### config.mk
export PLATFORM = sky130hd
export DESIGN_NAME = uart_cmd_receiver
export DESIGN_NICKNAME = d
export VERILOG_FILES = /design/src/rtl/uart_link_pkg.sv /design/src/rtl/uart_rx_byte.sv /design/src/rtl/uart_cmd_receiver.sv
export SDC_FILE = /design/constraint.sdc
export NUM_CORES = 1
export LEC_CHECK = 0
export ABC_AREA = 1
export CAP_MARGIN = 5
export CORE_MARGIN = 2
export CORE_UTILIZATION = 40
export DETAILED_ROUTE_END_ITERATION = 10
export HOLD_SLACK_MARGIN = 0.06
export PLACE_DENSITY_LB_ADDON = 0.2
export RECOVER_POWER = 100
export SLEW_MARGIN = 25
export SYNTH_ARGS = -nofsm -noshare
export SYNTH_HDL_FRONTEND = slang
export SYNTH_SLANG_ARGS = --single-unit
### constraint.sdc
create_clock -name clk -period 1.4 [get_ports clk]
set_input_delay 0.14 -clock clk [delete_from_list [all_inputs] [get_ports clk]]
set_output_delay 0.14 -clock clk [all_outputs]
set_load 0.03 [all_outputs]
### src/rtl/uart_link_pkg.sv
// Shared definitions for the acquisition UART link (command receiver and waveform sender).
package uart_link_pkg;

  localparam logic [7:0] OP_NOP       = 8'h00;
  localparam logic [7:0] OP_ACQUIRE   = 8'h01;
  localparam logic [7:0] OP_THRESHOLD = 8'h02;
  localparam logic [7:0] OP_DELAY     = 8'h03;

  localparam int PKT_BYTES = 3;

  typedef enum logic [1:0] {
    ACQ_IDLE = 2'b00,
    ACQ_RAW  = 2'b01,
    ACQ_FIR  = 2'b10,
    ACQ_RSVD = 2'b11
  } acq_mode_t;

  typedef enum logic [2:0] {
    RX_IDLE,
    RX_START,
    RX_DATA,
    RX_STOP,
    RX_BREAK
  } rx_state_t;

endpackage

### src/rtl/uart_rx_byte.sv
// Oversampling 8N1 byte receiver: 2-FF synchroniser, mid-bit sampling, framing check.
//  state    | meaning
//  RX_IDLE  | line idle, waiting for synchronised rx to go low
//  RX_START | half a bit into the start bit, confirm it is still low
//  RX_DATA  | sample 8 data bits mid-bit, LSB first
//  RX_STOP  | sample stop bit; high -> byte_valid, low -> frame_err
//  RX_BREAK | line held low after a framing error, wait for it to return high
module uart_rx_byte
  import uart_link_pkg::*;
#(
  parameter int CLKS_PER_BIT = 16
) (
  input  logic       clk,
  input  logic       rst_n,
  input  logic       uart_rx,
  output logic       byte_valid,
  output logic [7:0] byte_data,
  output logic       frame_err
);

  localparam int CW = $clog2(CLKS_PER_BIT);
  localparam logic [CW-1:0] HALF_LAST = CW'(CLKS_PER_BIT / 2 - 1);
  localparam logic [CW-1:0] BIT_LAST  = CW'(CLKS_PER_BIT - 1);

  logic          rx_meta;
  logic          rx_sync;
  rx_state_t     state;
  logic [CW-1:0] cnt;
  logic [2:0]    bit_idx;
  logic [7:0]    shreg;

  always_ff @(posedge clk or negedge rst_n) begin
    if (!rst_n) begin
      rx_meta <= 1'b1;
      rx_sync <= 1'b1;
    end else begin
      rx_meta <= uart_rx;
      rx_sync <= rx_meta;
    end
  end

  always_ff @(posedge clk or negedge rst_n) begin
    if (!rst_n) begin
      state      <= RX_IDLE;
      cnt        <= '0;
      bit_idx    <= '0;
      shreg      <= '0;
      byte_valid <= 1'b0;
      byte_data  <= '0;
      frame_err  <= 1'b0;
    end else begin
      byte_valid <= 1'b0;
      frame_err  <= 1'b0;
      case (state)
        RX_IDLE: begin
          if (!rx_sync) begin
            state <= RX_START;
            cnt   <= '0;
          end
        end
        RX_START: begin
          if (cnt == HALF_LAST) begin
            cnt <= '0;
            if (rx_sync) begin
              state <= RX_IDLE;
            end else begin
              state   <= RX_DATA;
              bit_idx <= '0;
            end
          end else begin
            cnt <= cnt + 1'b1;
          end
        end
        RX_DATA: begin
          if (cnt == BIT_LAST) begin
            cnt     <= '0;
            shreg   <= {rx_sync, shreg[7:1]};
            bit_idx <= bit_idx + 3'd1;
            if (bit_idx == 3'd7) state <= RX_STOP;
          end else begin
            cnt <= cnt + 1'b1;
          end
        end
        RX_STOP: begin
          if (cnt == BIT_LAST) begin
            cnt <= '0;
            if (rx_sync) begin
              byte_valid <= 1'b1;
              byte_data  <= shreg;
              state      <= RX_IDLE;
            end else begin
              frame_err <= 1'b1;
              state     <= RX_BREAK;
            end
          end else begin
            cnt <= cnt + 1'b1;
          end
        end
        RX_BREAK: begin
          if (rx_sync) state <= RX_IDLE;
        end
        default: state <= RX_IDLE;
      endcase
    end
  end

endmodule

### src/rtl/uart_cmd_receiver.sv
// PC->FPGA command receiver: assembles [opcode][data_hi][data_lo] packets and
// updates the acquisition control registers.
module uart_cmd_receiver
  import uart_link_pkg::*;
#(
  parameter int CLKS_PER_BIT = 16,
  parameter int TIMEOUT_CLKS = 768
) (
  input  logic        clk,
  input  logic        rst_n,
  input  logic        uart_rx,
  output logic [1:0]  acquire,
  output logic [13:0] threshold,
  output logic [15:0] trig_delay,
  output logic        cmd_strobe,
  output logic [7:0]  cmd_opcode,
  output logic        frame_err,
  output logic        cmd_err,
  output logic        pkt_timeout
);

  localparam int TW = $clog2(TIMEOUT_CLKS);
  localparam logic [TW-1:0] TMR_LAST = TW'(TIMEOUT_CLKS - 1);
  localparam logic [1:0]    IDX_LAST = 2'(PKT_BYTES - 1);

  logic          byte_valid;
  logic [7:0]    byte_data;
  logic [1:0]    idx;
  logic [7:0]    op_byte;
  logic [7:0]    hi_byte;
  logic [TW-1:0] tmr;
  logic [15:0]   pkt_data;
  acq_mode_t     acq_q;

  uart_rx_byte #(
    .CLKS_PER_BIT(CLKS_PER_BIT)
  ) u_rx (
    .clk       (clk),
    .rst_n     (rst_n),
    .uart_rx   (uart_rx),
    .byte_valid(byte_valid),
    .byte_data (byte_data),
    .frame_err (frame_err)
  );

  // The last byte is decoded straight off the receiver output, so registers
  // update one clock after its byte_valid.
  assign pkt_data = {hi_byte, byte_data};
  assign acquire  = acq_q;

  always_ff @(posedge clk or negedge rst_n) begin
    if (!rst_n) begin
      idx         <= '0;
      op_byte     <= '0;
      hi_byte     <= '0;
      tmr         <= '0;
      acq_q       <= ACQ_IDLE;
      threshold   <= '0;
      trig_delay  <= '0;
      cmd_opcode  <= '0;
      cmd_strobe  <= 1'b0;
      cmd_err     <= 1'b0;
      pkt_timeout <= 1'b0;
    end else begin
      cmd_strobe  <= 1'b0;
      cmd_err     <= 1'b0;
      pkt_timeout <= 1'b0;
      if (frame_err) begin
        idx <= '0;
        tmr <= '0;
      end else if (byte_valid) begin
        tmr <= '0;
        if (idx == 2'd0) begin
          op_byte <= byte_data;
          idx     <= 2'd1;
        end else if (idx != IDX_LAST) begin
          hi_byte <= byte_data;
          idx     <= idx + 2'd1;
        end else begin
          idx <= '0;
          case (op_byte)
            OP_NOP: begin
              cmd_strobe <= 1'b1;
              cmd_opcode <= op_byte;
            end
            OP_ACQUIRE: begin
              if (pkt_data[1:0] == ACQ_RSVD) begin
                cmd_err <= 1'b1;
              end else begin
                acq_q      <= acq_mode_t'(pkt_data[1:0]);
                cmd_strobe <= 1'b1;
                cmd_opcode <= op_byte;
              end
            end
            OP_THRESHOLD: begin
              threshold  <= pkt_data[13:0];
              cmd_strobe <= 1'b1;
              cmd_opcode <= op_byte;
            end
            OP_DELAY: begin
              trig_delay <= pkt_data;
              cmd_strobe <= 1'b1;
              cmd_opcode <= op_byte;
            end
            default: cmd_err <= 1'b1;
          endcase
        end
      end else if (idx != 2'd0) begin
        if (tmr == TMR_LAST) begin
          idx         <= '0;
          tmr         <= '0;
          pkt_timeout <= 1'b1;
        end else begin
          tmr <= tmr + 1'b1;
        end
      end else begin
        tmr <= '0;
      end
    end
  end

endmodule

==> results.md <==
* Min-Delay Path Class: input pin to flip-flop
* DRC viols at 0
* F_max at 727.3 MHz
* Post-Syn Area at 4392 µm²
* Unrepaired setup endpoints after global routing: true
* Die Y at 108.8 µm
* Routed Antenna Nets at 0
* Setup-failing EPs final at 0
* Remaining Overflow, GRT at 0
* Clock transition at the registers of the reported paths at 100 ps
* Worst slew margin at 40.48%
* Peak VDD IR at 707.9 µV
* Vias in the first global route at 3140
* CP max FO at 8
* Data arrival time of the worst path at 1620 ps
* Share of the synthesized area in the top cell type at 56.41%
* Total GRT Usage at 16.16%
* Status: completed
* P per Cell Area at 1032 nW/µm²
* Final Slew Violations at 0
* First-pass GRT wire length at 14860 µm
* Synth top area cells: dfrtp_1 56%, nand2_1 13%, nand3_1 5.1%
* Met3 Use GR at 2.809%
* CP Class: flip-flop to flip-flop
* Die X at 108.8 µm
* Most numerous cell on the critical path: nand2_1
* Placed cell area at 5070 µm²
* Synth Net Count at 488
* Routed WL at 9195 µm
* Register area share after synthesis at 57.61%
* Diode count at 0
* H-Tree Depth at 3
* Number of DRC markers in iteration 0 at 137
* CTS tree: built
* Initial antenna violation count at 0
* Number of library cell types mapped by synthesis at 31
* Full die area at 11830 µm²
* CP required at 1640 ps
* Area Overhead vs Synth at 27.32%
* Max_cap viols at 0
* Drt pass-1 iters at 4
* I/O pin count at 47
* Pin count of the biggest net entering global routing at 34
* Final Hold Viols at 0
* Period utilization at 98.21%
* M2 GR Usage at 25.45%
* Utilization after layout at 51.81%
* Via density at 4.721
* Critical Path Sink Type: flip-flop
* Final instance area at 5592 µm²
* Post-Route Skew at 14.16 ps
* Routed length per placed instance at 13.01 µm
* CTS Buf Count at 9
* Synth Warn # at 0
* Slew @ Worst Pin at 892.9 ps
* #FFs+latches synth at 101
* Starting Density at 40.69%
* Post-synthesis cell count at 481
* Core Area at 10790 µm²
* CP peak stage delay at 420 ps
* I/O Buffers at 46
* Startpoint Class: flip-flop
* DR vias at 3338
* Lkg Pwr at 2.980 nW
* Post-DP HPWL at 6139 µm
* Avg Cell Area, Syn at 9.130 µm²
* Layout cells sized above 1 at 21.34%
* Top_reg_cell synth: dfrtp_1
* Number of synthesized flops with an enable pin at 0
* Row cnt at 38
* Met1 usage in global routing at 21.62%
* Clock Tree Buf Depth at 2
* Root buf cell: clkbuf_8
* RePlAce Congestion at 0.8207
* Post-synth ARST share at 100.0%
* Slowest CP cell: dfrtp_1
* Clock Sinks at 101
* Critical path cell sequence: nor2_4, nand3_4, nor2_8, buf_4, nand2_8, nand2_1, nand2_1
* Nets@finish at 569
* Gr busiest metal: met2
* Worst-Skew Late Latency at 360 ps
* Cell taking the most area after synthesis: dfrtp_1
* Period minus WS final at 1375 ps
[cell families (layout without fill, tap and decap cells)]
logic type | after synthesis | in the layout | share of synthesized area (%)
and+or+nand+nor | 259 | 263 | 27.44
DFF | 101 | 101 | 57.61
buffers and inverters | 67 | 149 | 7.008
AOI/OAI and AO/OA | 45 | 45 | 5.812
xor gates and xnor gates | 5 | 5 | 0.9973
adders and majority gates | 4 | 4 | 1.140
[worst max-delay path, delay by kind of cell, from the launching register on]
kind / cells / cell delay [ps]
and+or+nand+nor: 6 / 680
DFF: 1 / 420
buffers and inverters: 1 / 150
[sequential cells by signal (all words and copies together), names as in the netlist]
signal	flops
u_rx.bit_idx	3
cmd_opcode	8
acquire	2
u_rx.frame_err	1
cmd_strobe	1
cmd_err	1
hi_byte	8
op_byte	8
tmr	10
u_rx.rx_meta	1
pkt_timeout	1
u_rx.rx_sync	1
u_rx.shreg	8
u_rx.byte_valid	1
u_rx.byte_data	8
trig_delay	16
threshold	14
idx	2
u_rx.state	3
u_rx.cnt	4
[metrics by stage]
stage | worst slack (ps) | std cells | hold WS (ps) | power, mW | TNS (ps)
2_1_floorplan | 25.08 | 481 | -155.6 | 3.587 | 0
3_3_place_gp | -1.161 | 669 | 121.1 | 3.782 | -1.787
3_5_place_dp | -46.20 | 669 | 124.4 | 3.796 | -186.1
4_1_cts | 1.719 | 686 | 159.0 | 5.770 | 0
5_1_grt | -53.40 | 707 | 299.8 | 6.069 | -501.5
6_report | 24.99 | 707 | 311.2 | 5.773 | 0
[placed cells by master (no fill, tap or decap), types with 2 or more instances in the layout]
cell type	n
nand2_1	141
dfrtp_1	97
dlygate4sd2_1	44
nand3_1	43
inv_1	37
o21ai_0	27
nor2_1	26
inv_2	17
buf_4	17
nand2_2	15
nor2_4	9
clkbuf_8	9
o21ai_1	6
o21ai_2	6
nand4_1	5
buf_12	5
nand3_2	4
nand2_4	4
nand3_4	4
nor2_2	4
clkbuf_2	4
buf_6	4
xnor2_1	3
a21oi_1	3
nand2_8	3
clkbuf_1	3
xor2_1	2
nor2_8	2
ha_1	2
bufinv_16	2
dlygate4sd3_1	2
dfstp_2	2
dfrtp_2	2
[path summary, 6_finish.rpt]
| path | slack (ps) | depth (start not counted) | endpoint | from |
|---|---|---|---|---|
| setup / recovery | 20 | 7 | trig_delay[10]$_DFFE_PN0P_ | op_byte[2]$_DFFE_PN0P_ |
| hold / removal | 310 | 1 | u_rx.rx_meta$_DFF_PN1_ | uart_rx |
| setup reg to reg | 20 | 7 | trig_delay[10]$_DFFE_PN0P_ | op_byte[2]$_DFFE_PN0P_ |
| hold reg to reg | 370 | 0 | u_rx.rx_sync$_DFF_PN1_ | u_rx.rx_meta$_DFF_PN1_ |
| max in group asynchronous | 170 | 3 | threshold[0]$_DFFE_PN0P_ | rst_n |
| min in group asynchronous | 430 | 2 | trig_delay[5]$_DFFE_PN0P_ | rst_n |
[Yosys cell counts (3+ instances only)]
master,count
o21ai_0,27
inv_2,16
o21ai_2,6
o21ai_1,6
nand2_1,155
buf_6,4
dfrtp_1,99
nand2_2,4
xnor2_1,3
nand3_1,45
nor2_1,30
nand4_1,5
a21oi_1,3
buf_4,6
nor2_2,3
inv_1,38
nand3_4,3
nor2_4,6
ha_1,4
buf_2,3
[final cells by class]
class	instances	area, µm²
inverters	54	202.7
repair buffers	79	743.2
clock inverters	4	72.57
flip-flops and latches	101	2532
clock buffers	12	135.1
fillers	986	5201
multi-input cells	317	1730
well taps	140	175.2
[per-layer routing]
layer	wire length, µm	up-vias	share of wire (%)
met1	4321	1590	47
met5	0	-	0
li1	-	1678	-
met3	278	17	3.0
met4	257	0	2.8
met2	4338	53	47
[report_power, final]
group	total [mW]	switching, mW	internal (mW)
sequential	3.12	0.127	2.99
clock	1.95	0.947	1.01
combinational	0.698	0.422	0.275
total	5.77	1.50	4.28
[what timing repair did]
action,4_1_cts,5_1_grt
setup endpoints to repair,53,56
buffers inserted,0,15
hold buffers,1,0
endpoints found under the hold margin,29,0
resized for setup,47,39
cloned,0,6
pin swaps,0,14
(Power assumes the default switching activity.)
